## src/rtl/div_ctrl_pkg.sv

```systemverilog
// Shared definitions for the iterative divider: state encodings, handshake
// levels, widths and the two's-complement helpers used by the sign logic.
package div_ctrl_pkg;

  localparam int OP_W  = 32;
  localparam int CNT_W = 6;

  localparam logic [CNT_W-1:0] LastStep = 6'd32;
  localparam logic [CNT_W-1:0] CntOne   = 6'd1;
  localparam logic [OP_W-1:0]  WordOne  = 32'd1;

  typedef enum logic [1:0] {
    DivFree   = 2'b00,
    DivByZero = 2'b01,
    DivOn     = 2'b10,
    DivEnd    = 2'b11
  } div_state_e;

  localparam logic DivResultReady    = 1'b1;
  localparam logic DivResultNotReady = 1'b0;
  localparam logic DivStart          = 1'b1;
  localparam logic DivStop           = 1'b0;

  function automatic logic [OP_W-1:0] twos_neg(input logic [OP_W-1:0] v);
    return ~v + WordOne;
  endfunction

  // 0x80000000 negates to itself, which is exactly its unsigned magnitude.
  function automatic logic [OP_W-1:0] magnitude(input logic [OP_W-1:0] v,
                                                input logic            is_signed);
    return (is_signed && v[OP_W-1]) ? twos_neg(v) : v;
  endfunction

endpackage

```

## src/rtl/div_step.sv

```systemverilog
// One restoring-division step: compare the shifted partial remainder with the
// divisor, subtract when it fits and report the resulting quotient bit.
module div_step
  import div_ctrl_pkg::*;
(
  input  logic [OP_W:0]   partial,
  input  logic [OP_W-1:0] divisor,
  output logic [OP_W-1:0] remainder,
  output logic            q_bit
);

  // partial < 2*divisor always holds, so the difference fits in OP_W bits.
  always_comb begin
    q_bit     = (partial >= {1'b0, divisor});
    remainder = q_bit ? (partial[OP_W-1:0] - divisor) : partial[OP_W-1:0];
  end

endmodule

```

## src/rtl/div_ctrl.sv

```systemverilog
// Multi-cycle DIV/DIVU unit: latches magnitudes, runs 32 restoring steps,
// applies the sign fix-up and holds {remainder, quotient} until released.
module div_ctrl
  import div_ctrl_pkg::*;
#(
  parameter int DATA_W = 32
) (
  input  logic                clk,
  input  logic                rst,
  input  logic                signed_div_i,
  input  logic [DATA_W-1:0]   opdata1_i,
  input  logic [DATA_W-1:0]   opdata2_i,
  input  logic                start_i,
  input  logic                annul_i,
  output logic [2*DATA_W-1:0] result_o,
  output logic                ready_o
);

  div_state_e          state_reg, state_next;
  logic [CNT_W-1:0]    cnt_reg, cnt_next;
  logic [DATA_W-1:0]   quo_reg, quo_next;
  logic [DATA_W-1:0]   rem_reg, rem_next;
  logic [DATA_W-1:0]   divisor_reg, divisor_next;
  logic                neg_q_reg, neg_q_next;
  logic                neg_r_reg, neg_r_next;
  logic [2*DATA_W-1:0] result_reg, result_next;
  logic                ready_reg, ready_next;

  logic              accept;
  logic [DATA_W:0]   partial;
  logic [DATA_W-1:0] step_rem;
  logic              step_q;

  assign accept = (start_i == DivStart) && !annul_i;

  // The dividend shifts out of the quotient register MSB first while
  // quotient bits shift in at the bottom.
  assign partial = {rem_reg, quo_reg[DATA_W-1]};

  div_step u_step (
    .partial   (partial),
    .divisor   (divisor_reg),
    .remainder (step_rem),
    .q_bit     (step_q)
  );

  always_ff @(posedge clk or negedge rst) begin
    if (!rst) begin
      state_reg <= DivFree;
    end else begin
      state_reg <= state_next;
    end
  end

  always_comb begin
    state_next = state_reg;
    case (state_reg)
      DivFree: begin
        if (accept) begin
          state_next = (opdata2_i == '0) ? DivByZero : DivOn;
        end
      end
      DivByZero: begin
        state_next = annul_i ? DivFree : DivEnd;
      end
      DivOn: begin
        if (annul_i) begin
          state_next = DivFree;
        end else if (cnt_reg == LastStep) begin
          state_next = DivEnd;
        end
      end
      DivEnd: begin
        if (start_i == DivStop) begin
          state_next = DivFree;
        end
      end
      default: state_next = DivFree;
    endcase
  end

  always_comb begin
    cnt_next     = cnt_reg;
    quo_next     = quo_reg;
    rem_next     = rem_reg;
    divisor_next = divisor_reg;
    neg_q_next   = neg_q_reg;
    neg_r_next   = neg_r_reg;
    result_next  = result_reg;
    ready_next   = ready_reg;
    case (state_reg)
      DivFree: begin
        result_next = '0;
        ready_next  = DivResultNotReady;
        if (accept) begin
          cnt_next     = '0;
          rem_next     = '0;
          quo_next     = magnitude(opdata1_i, signed_div_i);
          divisor_next = magnitude(opdata2_i, signed_div_i);
          neg_q_next   = signed_div_i && (opdata1_i[DATA_W-1] ^ opdata2_i[DATA_W-1]);
          neg_r_next   = signed_div_i && opdata1_i[DATA_W-1];
        end
      end
      DivByZero: begin
        result_next = '0;
        ready_next  = annul_i ? DivResultNotReady : DivResultReady;
      end
      DivOn: begin
        if (annul_i) begin
          result_next = '0;
          ready_next  = DivResultNotReady;
        end else if (cnt_reg != LastStep) begin
          rem_next = step_rem;
          quo_next = {quo_reg[DATA_W-2:0], step_q};
          cnt_next = cnt_reg + CntOne;
        end else begin
          result_next = {neg_r_reg ? twos_neg(rem_reg) : rem_reg,
                         neg_q_reg ? twos_neg(quo_reg) : quo_reg};
          ready_next  = DivResultReady;
        end
      end
      DivEnd: begin
        if (start_i == DivStop) begin
          result_next = '0;
          ready_next  = DivResultNotReady;
        end
      end
      default: begin
        result_next = '0;
        ready_next  = DivResultNotReady;
      end
    endcase
  end

  always_ff @(posedge clk or negedge rst) begin
    if (!rst) begin
      cnt_reg     <= '0;
      quo_reg     <= '0;
      rem_reg     <= '0;
      divisor_reg <= '0;
      neg_q_reg   <= 1'b0;
      neg_r_reg   <= 1'b0;
      result_reg  <= '0;
      ready_reg   <= DivResultNotReady;
    end else begin
      cnt_reg     <= cnt_next;
      quo_reg     <= quo_next;
      rem_reg     <= rem_next;
      divisor_reg <= divisor_next;
      neg_q_reg   <= neg_q_next;
      neg_r_reg   <= neg_r_next;
      result_reg  <= result_next;
      ready_reg   <= ready_next;
    end
  end

  assign result_o = result_reg;
  assign ready_o  = ready_reg;

endmodule

```

## config.mk

```make
export PLATFORM = sky130hd
export DESIGN_NAME = div_ctrl
export DESIGN_NICKNAME = d
export VERILOG_FILES = /design/src/rtl/div_ctrl_pkg.sv /design/src/rtl/div_step.sv /design/src/rtl/div_ctrl.sv
export SDC_FILE = /design/constraint.sdc
export NUM_CORES = 1
export LEC_CHECK = 0
export BUFFER_PORTS_ARGS = -buffer_cell sky130_fd_sc_hd__clkbuf_2
export CAP_MARGIN = 20
export CORE_MARGIN = 2
export CORE_UTILIZATION = 40
export CTS_CLUSTER_DIAMETER = 80
export DETAILED_ROUTE_END_ITERATION = 8
export PLACE_DENSITY = 0.6
export SYNTH_ARGS = -nofsm -noshare
export SYNTH_HDL_FRONTEND = slang
export SYNTH_SLANG_ARGS = --single-unit
```

## constraint.sdc

```tcl
create_clock -name clk -period 4.7 [get_ports clk]
set_input_delay 0.47 -clock clk [delete_from_list [all_inputs] [get_ports clk]]
set_output_delay 0.47 -clock clk [all_outputs]
set_load 0.05 [all_outputs]
```

==> impl_results.md <==
* Outcome: finished, final reports clean
* First-pass GRT wire length at about 50000 µm
* RR Startpoint: rem_reg[11]
* CTS tree: yes
* Fin. Hold Viols at 0
* Finished Cell Area at 12870 µm²
* Highest net fanout along the worst path at 36
* Peak VDD IR at 0.0003790 V
* Crit path capture: rem_reg[9]
* Core area at between 20000 and 30000 µm²
* HPWL after detailed placement at 23420 µm
* Commonest non-fill, non-tap cell in the layout: nand2_1
* Via count at around 9900
* Reg-to-reg endpoint: rem_reg[9]
* Initial antenna violation count at 0
* Max FFs per register at 64
* Clk_lat worst skew at 0.44 ns
* Yosys cell types at 65
* Share of cells above drive strength 1 at 13.10%
* Starting DRT DRC Count at 650
* ANT cells at 0
* Crit path depth at 10
* Sw power at around 5.7 mW
* P_leak at 5.990 nW
* GP Congestion at 0.9047
* Wire per inst at 16.42 µm
* Global route total overflow at 0
* Die height at 172.0 µm
* Die ar. at 29590 µm²
* Starting density of the core at 40.65%
* Pins Over Slew Limit at 0
* Vias in the first global route at ~9100
* CP cell instances: ha_1 -> a21oi_1 -> o21ai_0 -> or3_1 -> o21ai_1 -> a311oi_1 -> o21ai_4 -> buf_4 -> mux2i_1 -> o21ai_0
* Area grow syn2layout at 13.97%
* Worst setup EP type: register
* Crit path kind: reg -> reg
* Switch share at between 50 and 60%
* Final period util at 82.11%
* Fin crit period at 3.859 ns
* Comb pwr share at 61.5%
* Largest net degree at the start of global routing at 89
* Cell Rows at 61
* Reg2Reg Depth at 10
* Worst Skew at around 0.013 ns
* Post-placement setup slack at ~0.85 ns
* Postcts setup bufs at 0
* Worst slew margin at 31.25%
* Crit path top cell by count: o21ai_0
* Die Span X at roughly 170 µm
* Max Freq at ~0.26 GHz
* Worst hold path type: in -> async
* Max Cap Viol at 0
* Critical Path AT at 4.14 ns
* Num Clock Sinks at 171
* Buf/Inv on CP at 1
* 1st-pass router iterations at 5
* DRC viols at 0
* Clock power share at around an eighth
* I/O pin count at 134
* Flop pwr share at between 20% and 30%
* Start point of the critical path: rem_reg[11]
* Worst setup SP type: register
* RSZ-0062 raised after global routing: false
* Net count of the mapped netlist at 1500
* Power per cell area at 853.6 nW/µm²
* Top cell type's share of synthesized area at 37.89%
* Vias/cell at 5.269
* Hold_buf cts at 0
* Post-synth EDFFs at 0
* Final net count at approximately 1600
* Post-CTS resize count at 0
* Final setup fails at 0
* Pwr Total at 10.99 mW
* Primary FF master, synth: dfrtp_1
* Worst-Margin Slew at 1.031 ns
* Placed Area at 12300 µm²
* Sequential area share after synthesis at 37.89%
* Final TNS setup at 0 ns
* Post-Synthesis Cell Area at approximately 11000 µm²
* Max H-tree Level at 4
* Slowest stage cell, crit path: o21ai_4
* Tot GR Track Use at between 20% and 30%
* Crit path required time at 4.98 ns
* Internal at 5.245 mW
* Synth area leader: dfrtp_1
* Antenna Nets Post-Route at 0
* Fin worst setup slack at 0.8408 ns
* Reg2Reg Setup Slack at approximately 0.84 ns
* Reg clk slew, reported paths at 0.07 ns
* Most frequent cells in the layout: nand2_1 (224), o21ai_0 (208), dfrtp_1 (171)
* Cells after Synth at 1388
* Synth area leaders: dfrtp_1 (38%), o21ai_0 (9.2%), nand2_1 (7.4%)
* Inserted Clock Buffers at 17
* Async SR Flop Fraction at 100.0%
* Yosys Warn Count at 0
* Detailed Route WL at 30780 µm
* Bufs on Longest Clock Path at 2
* Worst path top cell family by delay: compound AO/OA/AOI/OAI gates
* Root buffer cell: clkbuf_16
* Post-synthesis register bit count at 171
* Buffers on Ports at 133
* Delay of the slowest critical-path stage at between 0.8 and 0.9 ns
* Synthesized area per cell at 8.136 µm²
-- layout make-up --
| type | instances | area [µm²] |
|---|---|---|
| well taps | 378 | 473.0 |
| clock inverters | 13 | 135.1 |
| clock buffers | 18 | 439.2 |
| repair buffers | 144 | 754.5 |
| fillers | 2821 | 14910 |
| flip-flops and latches | 171 | 4279 |
| multi-input cells | 1090 | 6565 |
| inverters | 60 | 225.2 |
-- metrics by stage --
stage	hold WS (ns)	instances	utilization, %
after global placement	0.4612	1843	44.26
after CTS	0.1590	1874	46.33
after detailed placement	0.4688	1843	44.26
after global routing	0.1850	1874	46.33
after floorplan	0.1744	1388	-
final	0.1183	1874	46.33
-- per-layer routing --
| layer | track usage [%] | part of all wire (%) |
|---|---|---|
| met1 | 33.69 | 52 |
| met4 | 5.517 | 1.4 |
| met2 | 29.39 | 40 |
| met3 | 3.227 | 6.4 |
| met5 | 0 | 0 |
-- cells by family after synthesis --
| group | synth area share, % |
|---|---|
| compound gates | 21.75 |
| xor+xnor | 11.09 |
| fa+ha+maj | 4.830 |
| buf+inv | 4.265 |
| flops | 37.89 |
| mux | 1.817 |
| simple gates | 18.36 |
-- power by group through the flow --
stage | logic [mW] | registers [mW] | clock network, mW
2_1_floorplan | 4.58 | 3.18 | 0
3_3_place_gp | 6.72 | 2.81 | 0
3_5_place_dp | 6.73 | 2.84 | 0
4_1_cts | 6.75 | 2.81 | 1.44
5_1_grt | 7.53 | 2.92 | 1.49
6_report | 6.76 | 2.83 | 1.41
-- worst min-delay path by stage --
stage,from,end,slack [ns]
after floorplan,rst,cnt_reg[0],0.17
after global placement,result_o[28],result_o[28],0.46
after detailed placement,result_o[0],result_o[0],0.47
after CTS,rst,divisor_reg[9],0.16
after global routing,rst,divisor_reg[9],0.19
final,rst,divisor_reg[6],0.12
-- Yosys cell counts, types with 13 or more instances --
| cell | n |
|---|---|
| dfrtp_1 | 171 |
| or4_1 | 16 |
| nand3_1 | 17 |
| nor3_1 | 25 |
| o41ai_1 | 14 |
| nand2_1 | 224 |
| nand4_1 | 13 |
| xnor2_1 | 62 |
| ha_1 | 42 |
| a21oi_1 | 111 |
| o21ai_0 | 208 |
| a21o_1 | 17 |
| nor2_1 | 90 |
| or3_1 | 15 |
| clkbuf_1 | 60 |
| inv_1 | 59 |
| xor2_1 | 81 |
| mux2i_1 | 19 |
| o31ai_1 | 19 |
-- worst register-to-register path: stages, from the launching register on --
cell      delay (ns)
dfrtp_1         0.47
ha_1            0.41
a21oi_1         0.25
o21ai_0         0.14
or3_1           0.35
o21ai_1         0.38
a311oi_1        0.24
o21ai_4         0.82
buf_4           0.36
mux2i_1         0.21
o21ai_0         0.08
Note: power is estimated with default switching activity, not from simulation.
